<file path="src/rtl/addr_map_cfg_if.sv">
// Rule-write and commit/status channel between a config master and addr_map_cfg.
// The slave modport is the map block; widths follow the same parameters as the block.
interface addr_map_cfg_if #(
   parameter int NoRules   = 4,
   parameter int NoIndices = 4,
   parameter int AddrWidth = 32
);
   localparam int SelWidth = (NoRules > 1) ? $clog2(NoRules) : 1;
   localparam int IdxWidth = (NoIndices > 1) ? $clog2(NoIndices) : 1;

   logic                 cfg_valid_i;
   logic                 cfg_ready_o;
   logic [SelWidth-1:0]  cfg_sel_i;
   logic                 cfg_en_i;
   logic [IdxWidth-1:0]  cfg_idx_i;
   logic [AddrWidth-1:0] cfg_start_i;
   logic [AddrWidth-1:0] cfg_end_i;
   logic                 commit_i;
   logic                 commit_done_o;
   logic                 commit_err_o;
   logic [SelWidth-1:0]  err_rule_o;
   logic                 busy_o;

   modport master (
      output cfg_valid_i, cfg_sel_i, cfg_en_i, cfg_idx_i, cfg_start_i, cfg_end_i, commit_i,
      input  cfg_ready_o, commit_done_o, commit_err_o, err_rule_o, busy_o
   );

   modport slave (
      input  cfg_valid_i, cfg_sel_i, cfg_en_i, cfg_idx_i, cfg_start_i, cfg_end_i, commit_i,
      output cfg_ready_o, commit_done_o, commit_err_o, err_rule_o, busy_o
   );
endinterface

</file>
<file path="src/rtl/addr_map_cfg.sv">
// Double-buffered address-map rules: shadow bank written over cfg, validated one slot per
// cycle on commit, then copied atomically to the active map (done after NoRules+1 or k+1 cycles).
module addr_map_cfg #(
   parameter int NoRules   = 4,
   parameter int NoIndices = 4,
   parameter int AddrWidth = 32,
   parameter int IdxWidth  = (NoIndices > 1) ? $clog2(NoIndices) : 1
) (
   input  logic                                           clk_i,
   input  logic                                           rst_i,
   addr_map_cfg_if.slave                                  cfg_if,
   output logic [NoRules-1:0][IdxWidth+2*AddrWidth-1:0]   map_o,
   output logic                                           map_valid_o
);
   localparam int SelWidth   = (NoRules > 1) ? $clog2(NoRules) : 1;
   localparam int EntryWidth = IdxWidth + 2 * AddrWidth;

   typedef struct packed {
      logic                 en;
      logic [IdxWidth-1:0]  idx;
      logic [AddrWidth-1:0] start_addr;
      logic [AddrWidth-1:0] end_addr;
   } rule_t;

   typedef enum logic [1:0] {IDLE, CHECK, APPLY} state_e;

   state_e                              state_q, state_d;
   logic [SelWidth-1:0]                 cnt_q, cnt_d;
   logic [SelWidth-1:0]                 err_rule_q, err_rule_d;
   rule_t                               shadow_q [NoRules];
   rule_t                               shadow_d [NoRules];
   logic [NoRules-1:0][EntryWidth-1:0]  map_q, map_d;
   logic                                map_valid_q, map_valid_d;
   logic                                done_q, done_d;
   logic                                err_q, err_d;

   rule_t                               cur_rule;
   logic [IdxWidth:0]                   cur_idx_ext;
   logic                                cur_fail;
   logic                                wr_en;

   always_comb begin
      wr_en       = cfg_if.cfg_valid_i && (state_q == IDLE);
      cur_rule    = shadow_q[cnt_q];
      // One spare bit so the index range test stays meaningful when NoIndices is a power of two.
      cur_idx_ext = {1'b0, cur_rule.idx};
      cur_fail    = cur_rule.en &&
                    ((cur_rule.start_addr >= cur_rule.end_addr) ||
                     (cur_idx_ext >= (IdxWidth + 1)'(NoIndices)));

      state_d     = state_q;
      cnt_d       = cnt_q;
      err_rule_d  = err_rule_q;
      shadow_d    = shadow_q;
      map_d       = map_q;
      map_valid_d = map_valid_q;
      done_d      = 1'b0;
      err_d       = 1'b0;

      case (state_q)
         IDLE: begin
            for (int i = 0; i < NoRules; i++) begin
               if (wr_en && (cfg_if.cfg_sel_i == SelWidth'(i))) begin
                  shadow_d[i] = '{en:         cfg_if.cfg_en_i,
                                  idx:        cfg_if.cfg_idx_i,
                                  start_addr: cfg_if.cfg_start_i,
                                  end_addr:   cfg_if.cfg_end_i};
               end
            end
            if (cfg_if.commit_i) begin
               state_d = CHECK;
               cnt_d   = '0;
            end
         end
         CHECK: begin
            if (cur_fail) begin
               err_rule_d = cnt_q;
               done_d     = 1'b1;
               err_d      = 1'b1;
               state_d    = IDLE;
            end else if (cnt_q == SelWidth'(NoRules - 1)) begin
               state_d = APPLY;
            end else begin
               cnt_d = cnt_q + 1'b1;
            end
         end
         APPLY: begin
            // Disabled slots present all-zero so the decoder never matches them.
            for (int i = 0; i < NoRules; i++) begin
               map_d[i] = shadow_q[i].en ?
                          {shadow_q[i].idx, shadow_q[i].start_addr, shadow_q[i].end_addr} :
                          '0;
            end
            map_valid_d = 1'b1;
            done_d      = 1'b1;
            state_d     = IDLE;
         end
         default: state_d = IDLE;
      endcase
   end

   always_ff @(posedge clk_i) begin
      if (rst_i) begin
         state_q     <= IDLE;
         cnt_q       <= '0;
         err_rule_q  <= '0;
         for (int i = 0; i < NoRules; i++) shadow_q[i] <= '0;
         map_q       <= '0;
         map_valid_q <= 1'b0;
         done_q      <= 1'b0;
         err_q       <= 1'b0;
      end else begin
         state_q     <= state_d;
         cnt_q       <= cnt_d;
         err_rule_q  <= err_rule_d;
         shadow_q    <= shadow_d;
         map_q       <= map_d;
         map_valid_q <= map_valid_d;
         done_q      <= done_d;
         err_q       <= err_d;
      end
   end

   assign cfg_if.cfg_ready_o   = (state_q == IDLE);
   assign cfg_if.busy_o        = (state_q != IDLE);
   assign cfg_if.commit_done_o = done_q;
   assign cfg_if.commit_err_o  = err_q;
   assign cfg_if.err_rule_o    = err_rule_q;
   assign map_o                = map_q;
   assign map_valid_o          = map_valid_q;
endmodule

</file>
<file path="src/flat_wrapper.sv">
// flat-port wrapper written by rule: the top's interface ports become plain ports
module addr_map_cfg_flat 
#(
   parameter int NoRules   = 4,
   parameter int NoIndices = 4,
   parameter int AddrWidth = 32,
   parameter int IdxWidth  = (NoIndices > 1) ? $clog2(NoIndices) : 1
)
  (clk_i, rst_i, map_o, map_valid_o, cfg_if_cfg_valid_i, cfg_if_cfg_sel_i, cfg_if_cfg_en_i, cfg_if_cfg_idx_i, cfg_if_cfg_start_i, cfg_if_cfg_end_i, cfg_if_commit_i, cfg_if_cfg_ready_o, cfg_if_commit_done_o, cfg_if_commit_err_o, cfg_if_err_rule_o, cfg_if_busy_o);
  addr_map_cfg_if #(.NoRules(NoRules), .NoIndices(NoIndices), .AddrWidth(AddrWidth)) cfg_if_i ();
  input  logic clk_i;
  input  logic rst_i;
  output logic [NoRules-1:0][IdxWidth+2*AddrWidth-1:0] map_o;
  output logic map_valid_o;
  input wire logic [$bits(cfg_if_i.cfg_valid_i)-1:0] cfg_if_cfg_valid_i;
  input wire logic [$bits(cfg_if_i.cfg_sel_i)-1:0] cfg_if_cfg_sel_i;
  input wire logic [$bits(cfg_if_i.cfg_en_i)-1:0] cfg_if_cfg_en_i;
  input wire logic [$bits(cfg_if_i.cfg_idx_i)-1:0] cfg_if_cfg_idx_i;
  input wire logic [$bits(cfg_if_i.cfg_start_i)-1:0] cfg_if_cfg_start_i;
  input wire logic [$bits(cfg_if_i.cfg_end_i)-1:0] cfg_if_cfg_end_i;
  input wire logic [$bits(cfg_if_i.commit_i)-1:0] cfg_if_commit_i;
  output wire logic [$bits(cfg_if_i.cfg_ready_o)-1:0] cfg_if_cfg_ready_o;
  output wire logic [$bits(cfg_if_i.commit_done_o)-1:0] cfg_if_commit_done_o;
  output wire logic [$bits(cfg_if_i.commit_err_o)-1:0] cfg_if_commit_err_o;
  output wire logic [$bits(cfg_if_i.err_rule_o)-1:0] cfg_if_err_rule_o;
  output wire logic [$bits(cfg_if_i.busy_o)-1:0] cfg_if_busy_o;
  assign cfg_if_i.cfg_valid_i = cfg_if_cfg_valid_i;
  assign cfg_if_i.cfg_sel_i = cfg_if_cfg_sel_i;
  assign cfg_if_i.cfg_en_i = cfg_if_cfg_en_i;
  assign cfg_if_i.cfg_idx_i = cfg_if_cfg_idx_i;
  assign cfg_if_i.cfg_start_i = cfg_if_cfg_start_i;
  assign cfg_if_i.cfg_end_i = cfg_if_cfg_end_i;
  assign cfg_if_i.commit_i = cfg_if_commit_i;
  assign cfg_if_cfg_ready_o = cfg_if_i.cfg_ready_o;
  assign cfg_if_commit_done_o = cfg_if_i.commit_done_o;
  assign cfg_if_commit_err_o = cfg_if_i.commit_err_o;
  assign cfg_if_err_rule_o = cfg_if_i.err_rule_o;
  assign cfg_if_busy_o = cfg_if_i.busy_o;
  addr_map_cfg #(.NoRules(NoRules), .NoIndices(NoIndices), .AddrWidth(AddrWidth), .IdxWidth(IdxWidth)) u_core (.clk_i(clk_i), .rst_i(rst_i), .cfg_if(cfg_if_i), .map_o(map_o), .map_valid_o(map_valid_o));
endmodule
</file>
<file path="config.mk">
export PLATFORM = sky130hd
export DESIGN_NAME = addr_map_cfg_flat
export DESIGN_NICKNAME = d
export VERILOG_FILES = /design/src/rtl/addr_map_cfg_if.sv /design/src/rtl/addr_map_cfg.sv /design/src/flat_wrapper.sv
export SDC_FILE = /design/constraint.sdc
export NUM_CORES = 1
export LEC_CHECK = 0
export ABC_CLOCK_PERIOD_IN_PS = 6300
export BUFFER_PORTS_ARGS = -buffer_cell sky130_fd_sc_hd__buf_2
export CAP_MARGIN = 40
export CORE_MARGIN = 4
export CORE_UTILIZATION = 55
export DETAILED_ROUTE_END_ITERATION = 8
export PLACE_DENSITY = 0.77
export SLEW_MARGIN = 25
export SYNTH_ARGS = -nofsm -noshare
export SYNTH_HDL_FRONTEND = slang
export SYNTH_SLANG_ARGS = --single-unit
</file>
<file path="constraint.sdc">
create_clock -name clk_i -period 6.3 [get_ports clk_i]
set_input_delay 1.26 -clock clk_i [delete_from_list [all_inputs] [get_ports clk_i]]
set_output_delay 1.26 -clock clk_i [all_outputs]
set_load 0.005 [all_outputs]
</file>
---- Word-level counts from Yosys, hierarchy flattened ----
Index checks and enable logic that the tools add are counted.
storage, ports and cells
  input bits .............................. 73
  logic and storage cells ................. 76
  flip-flop bits (word level) ............. 541
  output and inout bits ................... 271
cells by class
  reductions and logical operators ........ 18
  $add $sub $neg .......................... 1
  order comparisons ....................... 2
  muxes and demuxes ....................... 17
  equal/unequal tests ..................... 10
  bitwise operators ....................... 2
operator list
  operator                                                                number
  66-bit two-way mux                                                      4
  67-bit binary-select mux with 2-bit select                              1
  67-bit two-way mux                                                      2
  32-bit greater-or-equal comparator                                      1
  2-bit two-way mux                                                       6
  2-bit AND reduction                                                     6
  2-bit equality test (second input constant)                             4
  2-bit case mux with 2 select lines                                      2
  1-bit logical AND                                                       6
  2-bit != test (second input constant)                                   3
  2-bit by 1-bit equality test with 1-bit output (second input constant)  2
  2-bit zero test                                                         2
  4-bit AND reduction                                                     1
  2-bit nonzero test                                                      2
  3-bit greater-or-equal comparator (second input constant)               1
  3-bit by 1-bit != test with 1-bit output (second input constant)        1
  2-bit inverter with 3-bit output                                        1
  2-bit by 1-bit adder with 2-bit output (second input constant)          1
  1-bit case mux with 2 select lines                                      1
  2-bit OR reduction                                                      1
  1-bit two-way mux                                                       1
  1-bit inverter                                                          1

---- Longest topological paths before layout ----
Gate-level depths: netlist of the first run.
  word-level depth ........................ 8
  gate-level depth with buffers ........... 14

---- Least setup slack after synthesis of the first run ----
OpenSTA, ideal clock, no wires.
  kind .................................... register to register
  start ................................... reg u_core.cnt_q[1]
  end ..................................... reg u_core.state_q[1]
  setup time .............................. 0.079 ns
  setup slack ............................. 3.031 ns
  data required time ...................... 6.221 ns
  cell stages (with the launch flop) ...... 11
  arrival time ............................ 3.189 ns
  cell sequence ........................... dfxtp_1 clkbuf_1 buf_1 mux4_2 ha_1 nor2b_1 o211a_1 o311ai_1 a31oi_2 or3_1 a211oi_2
on the way
  word-level cells in the longest chain between the ends .. 8
  elaborated cells on any way between the ends .. 11
  classes of those cells .................. order compare (1); eq/ne (2); mux (5); bitwise (1); reduce/logical (2)
RTL lines
  item                                                                                  RTL line             text
  start, declared                                                                       addr_map_cfg.sv:28   logic [SelWidth-1:0] cnt_q, cnt_d;
  start signal, assigned                                                                addr_map_cfg.sv:114  cnt_q <= cnt_d;
  2-bit inverter with 3-bit output (implied by the code)                                addr_map_cfg.sv:44   cur_rule = shadow_q[cnt_q];
  67-bit binary-select mux with 2-bit select                                            addr_map_cfg.sv:44
  67-bit two-way mux (implied by the code) (2 in a row)                                 addr_map_cfg.sv:44
  32-bit greater-or-equal comparator                                                    addr_map_cfg.sv:48   ((cur_rule.start_addr >= cur_rule.end_addr) ||
  1-bit logical AND                                                                     addr_map_cfg.sv:47   cur_fail = cur_rule.en &&
  2-bit two-way mux / 3-bit by 1-bit != test with 1-bit output (equally long branches)  -
  2-bit case mux with 2 select lines / 2-bit AND reduction (equally long branches)      -
  end signal, assigned                                                                  addr_map_cfg.sv:113  state_q <= state_d;
  end, declared                                                                         addr_map_cfg.sv:27   state_e state_q, state_d;
Parallel ways exist; a longest one is shown, timed or not. The select of a mux whose other input is x is not followed.
A chain may end at the register's enable or synchronous reset.

---- Worst setup path after layout of the first run ----
  start ................................... reg u_core.cnt_q[0]
  end ..................................... reg u_core.err_rule_q[1] (netlist: u_core.cfg_if.err_rule_o[1])
on the way
  word-level cells in the longest chain between the ends .. 7
RTL lines
  item                                                        RTL line             text
  2-bit inverter with 3-bit output (implied by the code) (*)  addr_map_cfg.sv:44
  67-bit binary-select mux with 2-bit select (*)              addr_map_cfg.sv:44
  67-bit two-way mux (implied by the code) (*) (2 in a row)   addr_map_cfg.sv:44
  32-bit greater-or-equal comparator                          addr_map_cfg.sv:48
  1-bit logical AND (*)                                       addr_map_cfg.sv:47
  2-bit AND reduction (no source line) (*)                    -
  end signal, assigned                                        addr_map_cfg.sv:115  err_rule_q <= err_rule_d;
  end, declared                                               addr_map_cfg.sv:29   logic [SelWidth-1:0] err_rule_q, err_rule_d;
Mark *: on every way between the ends. The rest lies on a longest branch, timed or not. The select of a mux whose other input is x is not followed.

==> results.toml, run 1 <==
[cts]
cts_buffers = 53
root_buffer = "clkbuf_16"
cts_buffer_depth = 3
clkLatencyLatePin_ps = 590
cts-hold-fix-buffers = 0
cts_tree = "yes"
cts_resized = 0
post_cts_buffers = 0
clk_pin_slew_worst_paths_ps = 60
cts.sinks = 541
htreeDepth = 2

[synth]
ys_top_cells_by_count = "nand2_1 (603), dfxtp_1 (541), a21oi_1 (336)"
synth.avg_cell_area_um2 = 8.783
synth_cell_types = 33
syn_nets = 2467
synth_most_common_cell = "nand2_1"
yosysSeqAreaShare = 0.5229
async_flop_share = 0
synth-compound-area-share = 0.1644
synth_top_cells_by_area = "dfxtp_1 (52%), nand2_1 (11%), a21oi_1 (8.1%)"
synth_seq_cells = 541
yosys.area_share.simple = 0.1728
syn_area_mm2 = 0.02071
synthCells = 2358
synthFlopType = "dfxtp_1"
synth_top_family_by_area = "simple AND/OR/NAND/NOR gates"
yosysWarnings = 0
synthAdderAreaFrac = 0.02175
synth-edff-count = 0
synth.top_cell.area_share = 0.5229
synth_top_area_cell = "dfxtp_1"
synth_mux_area_frac = 0.07316
yosys.area_share.xor_xnor = 0

[route]
first_iter_violations = 1944
routedWlPerCell_um = 21.59
dr.pass1.iters = 6
drc = 0
ant_nets = 0
route.vias.total = 18830
viasPerCell = 5.998
drt-total-wl_mm = 67.80

[critical_path]
crit_path_cell_trace = "buf_4, mux4_2, ha_1, nand4_1, nor3_1, nand4_1, a31oi_2, o21ai_2, mux2i_1, nor2_1"
arrival_ps = 4320
reg2reg_slack_ps = 2440
worst_path_most_repeated_cell = "nand4_1"
crit_start = "u_core.cnt_q[0]"
cp.required_ps = 6760
critPathMaxStageDelay_ps = 700
path_class = "reg -> reg"
cp-end-kind = "flop"
crit_buf_inv = 1
slowest_stage = "dfxtp_4"
cp_top_family = "multiplexers"
rr_startpoint = "u_core.cnt_q[0]"
path_max_fanout = 36
worst_setup_path_start_kind = "flop"

[global_routing]
grt-ovfl-total = 0
grt_first_pass_wirelength_mm = 104.4
grt_pass1_vias = 18550
grt_antenna_before_repair = 15
grt_max_degree = 178
track_usage = 0.3192

[power_and_ir_drop]
internal-power_w = 0.005667
power.leakage_nw = 9.583
net-switching-power_w = 0.001662
p_sw_frac = 0.2268
comb_power_share = 0.051
p_seq_frac = 0.484
powerDensity_mw_per_mm2 = 297.0
p_total_w = 0.007328
p_clk_frac = 0.465
ir_worst_vdd_uv = 224.4

[layout]
seq_area_mm2 = 0.01084
nFillCells = 2979
final_nets = 2692
area_delta_synth_final_pct = 19.14
drive_above_1_share = 0.2061
multi_input_area_mm2 = 0.009004

[worst_hold_path]
hold_class = "reg -> reg"
min_from = "u_core.map_o[104]"

[placed_design]
hpwl_mm = 44.47
port_buffers = 343
gp_congestion = 0.9382

[floorplanning]
io_pins = 344
dieArea_mm2 = 0.04083
coreArea_mm2 = 0.03687
die_w_um = 202.1
initial_core_util = 0.5617
rows = 70
dieHeight_um = 202.1

[flow_run]
drv_cap = 0

[sta]
final_max_slew_viol_count = 0
min_period_ps = 3860
worst_pin_slew_ps = 806.1
fin_skew_ps = 7.168
hold_viol_final = 0
clock.fmax_mhz = 259.0
rsz0062_at_grt = "false"
relSlewSlack = 0.4613
setup_tns_ps = 0
setup_violations = 0
min_period_over_period = 0.6128

[run_status]
status = "finished clean"
-- worst paths after layout --
path	cells after the start	end
max	10	u_core.cfg_if.err_rule_o[1]
min	2	u_core.map_o[104]
max reg2reg	10	u_core.cfg_if.err_rule_o[1]
min reg2reg	2	u_core.map_o[104]
-- area by class of cell --
class / count / share of cell area
flip-flops and latches: 541 / 0.4393
multi-input cells: 1579 / 0.3649
repair buffers: 369 / 0.08630
clock buffers: 76 / 0.06384
well taps: 504 / 0.02556
clock inverters: 21 / 0.01278
inverters: 39 / 0.006237
diodes: 11 / 0.001116
-- cell families after synthesis --
kind of cell | count (synthesis)
simple gates | 911
compound gates | 563
flops | 541
buf+inv | 238
mux | 69
fa+ha+maj | 36
-- sequential cells by signal, summed over array words and instances, names as in the netlist --
| name | cells |
|---|---|
| u_core.shadow_q | 268 |
| u_core.map_o | 264 |
| u_core.cfg_if.err_rule_o | 2 |
| u_core.cnt_q | 2 |
| u_core.state_q | 2 |
| u_core.cfg_if.commit_done_o | 1 |
| u_core.cfg_if.commit_err_o | 1 |
| u_core.map_valid_o | 1 |
-- routing by layer --
layer / GRT usage / wire length, µm / up-vias
li1: - / - / 8532
met1: 0.3874 / 24810 / 8957
met2: 0.5289 / 32550 / 1103
met3: 0.06642 / 6486 / 234
met4: 0.1831 / 3896 / 8
met5: 0 / 56 / -
-- metrics by stage --
| stage | utilization | std cells | instance area (µm²) | worst slack [ps] | hold WS [ps] |
|---|---|---|---|---|---|
| finish | 0.6692 | 3140 | 24670 | 2440 | 455.4 |
| floorplan | - | 2358 | 20710 | 3031 | 436.0 |
| CTS | 0.6672 | 3127 | 24600 | 2485 | 458.3 |
| global route | 0.6691 | 3139 | 24670 | 2215 | 484.7 |
| global placement | 0.6099 | 3021 | 22490 | 2571 | 441.9 |
| detailed placement | 0.6159 | 3030 | 22710 | 2496 | 450.7 |
-- tightest hold or removal path, cell delays in order, from the launching register on --
cell and delay [ps]:
dfxtp_1 300, nand2_1 60, a21oi_1 50
-- power by group through the flow --
stage / Sequential (W) / Clock, W / Combinational (W)
after global placement: 0.00362 / 0 / 0.000342
after floorplan: 0.00358 / 0 / 0.000244
after CTS: 0.00354 / 0.00344 / 0.000367
after global routing: 0.00355 / 0.00358 / 0.000408
after detailed placement: 0.00362 / 0 / 0.000364
final: 0.00354 / 0.00341 / 0.000374
-- layout by cell type, fill, tap and decap left out, types with 4 or more instances in the layout --
cell type	netlist	final
nand2_1	603	603
dfxtp_1	541	538
buf_2	24	342
a21oi_1	336	336
nor2_1	223	221
a22oi_1	210	210
mux4_2	62	62
nand3_1	56	56
clkbuf_16	0	55
inv_1	38	38
ha_1	36	35
buf_4	0	13
clkbuf_8	0	12
diode_2	0	11
clkinv_2	0	10
clkbuf_1	161	9
bufinv_16	0	8
buf_12	0	7
buf_16	0	6
nor2b_1	5	5
o21ai_0	4	4
nand4_1	4	4
mux2i_1	4	4
nand2b_1	5	4
Power figures use the tool's default switching activity.
==> inputs of run 2 (changes only) <==
--- a/config.mk
+++ b/config.mk
@@ -5,13 +5,13 @@
 export SDC_FILE = /design/constraint.sdc
 export NUM_CORES = 1
 export LEC_CHECK = 0
-export ABC_CLOCK_PERIOD_IN_PS = 6300
+export ABC_CLOCK_PERIOD_IN_PS = 3400
 export BUFFER_PORTS_ARGS = -buffer_cell sky130_fd_sc_hd__buf_2
 export CAP_MARGIN = 40
 export CORE_MARGIN = 4
-export CORE_UTILIZATION = 55
+export CORE_UTILIZATION = 51
 export DETAILED_ROUTE_END_ITERATION = 8
-export PLACE_DENSITY = 0.77
+export PLACE_DENSITY = 0.75
 export SLEW_MARGIN = 25
 export SYNTH_ARGS = -nofsm -noshare
 export SYNTH_HDL_FRONTEND = slang
==> constraint.sdc (replaced) <==
create_clock -name clk_i -period 3.4 [get_ports clk_i]
set_input_delay 0.68 -clock clk_i [delete_from_list [all_inputs] [get_ports clk_i]]
set_output_delay 0.68 -clock clk_i [all_outputs]
set_load 0.005 [all_outputs]
==> run 2 against run 1 <==
  * The flow now finishes with violations (DRC)
  * Via count rose by 0.76%
  * Sequential power up 86%
  * Combinational power is 87% higher
  * Non-clock buffer count is 18 higher
  * Clock-buffer cell count did not move
  * Total power is 82% higher
  * Die area up 7.5%
  * Clock skew grew 9.0 ps
  * Setup slack worse by 2300 ps
==> results.toml, run 2 (synthesized netlist as in run 1, its figures left out) <==
[run_status]
status = "finished with violations"
violations = "DRC"

[power_and_ir_drop]
p_seq_frac = 0.492
internal-power_w = 0.01030
ir_worst_vdd_uv = 363.3
power.leakage_nw = 9.660
comb_power_share = 0.052
p_sw_frac = 0.2301
net-switching-power_w = 0.003078
p_clk_frac = 0.456
powerDensity_mw_per_mm2 = 538.5

[layout]
regMostFlops = "u_core.shadow_q"
area_delta_synth_final_pct = 19.91
drive_above_1_share = 0.2104
final_nets = 2710
layout_common_cells = "nand2_1 (603), dfxtp_1 (538), buf_2 (342)"
nFillCells = 3320
final_common_cell = "nand2_1"
final_cell_area_mm2 = 0.02484
largest_reg_flops = 268

[sta]
worst_pin_slew_ps = 767.2
setup_ws_ps = 92.83
holdWs_ps = 346.7
hold_viol_final = 0
min_period_ps = 3307
setup_tns_ps = 0
setup_violations = 0
rsz0062_at_grt = "false"
clock.fmax_mhz = 302.4
relSlewSlack = 0.4886
fin_skew_ps = 16.15
min_period_over_period = 0.9727
final_max_slew_viol_count = 0

[global_routing]
grt_pass1_vias = 18070
met3_usage = 0.06652
use_met2 = 0.5218
grt_antenna_before_repair = 14
met1_usage = 0.3696
grt_first_pass_wirelength_mm = 106.8
track_usage = 0.3098
grt_max_degree = 116
grt-ovfl-total = 0
busiest_layer = "met2"

[critical_path]
slowest_stage = "mux4_2"
arrival_ps = 3820
critPathMaxStageDelay_ps = 530
worst_setup_path_start_kind = "flop"
path_class = "reg -> reg"
path_max_fanout = 18
rr_startpoint = "u_core.cnt_q[1]"
cp-end-kind = "flop"
crit_start = "u_core.cnt_q[1]"
cp.required_ps = 3910
worst_path_most_repeated_cell = "nand4_1"
crit_path_cell_trace = "buf_12, mux4_2, ha_1, nand4_1, nor3_1, nand4_1, a31oi_2, nor4_4, nand2b_1, a211oi_2"

[worst_hold_path]
hold_class = "in -> reg"
min_from = "cfg_if_cfg_end_i[15]"

[cts]
clk_pin_slew_worst_paths_ps = 60
clkLatencyLatePin_ps = 600
cts_tree = "yes"
htreeDepth = 2
cts_buffers = 53
cts_buffer_depth = 3
root_buffer = "clkbuf_16"
cts.sinks = 541

[floorplanning]
dieHeight_um = 209.5
rows = 73
die_w_um = 209.5
dieArea_mm2 = 0.04390
initial_core_util = 0.5189
io_pins = 344
coreArea_mm2 = 0.03991

[placed_design]
postPlaceCellArea_mm2 = 0.02288
place_ws_ps = 182.2
gp_congestion = 0.9427
port_buffers = 343
hpwl_mm = 48.61

[route]
routedWlPerCell_um = 22.48
dr.pass1.iters = 8
drt-total-wl_mm = 71.34
ant_nets = 0
drc = 1
route.vias.total = 18980
viasPerCell = 5.979
first_iter_violations = 1952

[flow_run]
drv_cap = 0
run 2: cell count changes in the layout (fill, tap and decap cells not counted), moves of 2 or more:
cell	delta
bufinv_16	-3
buf_12	+4
inv_8	+2
clkinv_2	-2
clkbuf_16	+2
buf_4	+12
run 2: area by class of cell:
type,count,area [µm²],share of cell area
timing repair buffer,387,2333,0.09396
multi-input combinational,1579,9017,0.3631
inverter,39,153.9,0.006197
antenna,11,27.53,0.001108
sequential,541,10840,0.4364
clock buffer,76,1585,0.06383
clock inverter,16,221.5,0.008917
tap,525,656.9,0.02645
run 2: per-stage QoR:
stage | util | instances | power (W)
finish | 0.6222 | 3174 | 0.01337
global route | 0.6222 | 3174 | 0.01376
CTS | 0.6184 | 3154 | 0.01340
detailed placement | 0.5731 | 3062 | 0.007392
global placement | 0.5698 | 3056 | 0.007360
floorplan | - | 2358 | 0.007090
run 2: final timing paths:
kind                     endpoint  slack (ps)  cells past startpoint
min          u_core.shadow_q[216]         350                      3
max             u_core.state_q[0]          90                     10
max reg2reg     u_core.state_q[0]          90                     10
min reg2reg      u_core.map_o[71]         460                      2
run 2: worst max-delay path, delay by kind of cell (launching register included):
kind / cells / cell delay (ps)
muxes: 1 / 530
buffers and inverters: 1 / 200
AOI/OAI and AO/OA: 2 / 670
and+or+nand+nor: 5 / 1050
adders and majority gates: 1 / 350
DFF: 1 / 420
run 2: power groups by stage:
stage	clock [W]	combinational (W)	sequential, W
4_1_cts	0.00615	0.000682	0.00657
3_3_place_gp	0	0.000646	0.00671
6_report	0.00609	0.000699	0.00658
3_5_place_dp	0	0.000678	0.00671
2_1_floorplan	0	0.000451	0.00664
5_1_grt	0.00642	0.000766	0.00658
run 2: repair_timing:
action / CTS / global route
hold buffers: 0 / 0
endpoints found under the setup margin: 0 / 6
gates resized for setup: 0 / 3
buffers inserted: 0 / 7
run 2: metal layers:
metal  routed length [µm]  part of all wire
met2                35010              0.49
met5                   40           0.00056
met4                 4079             0.057
met3                 5921             0.083
met1                26290              0.37
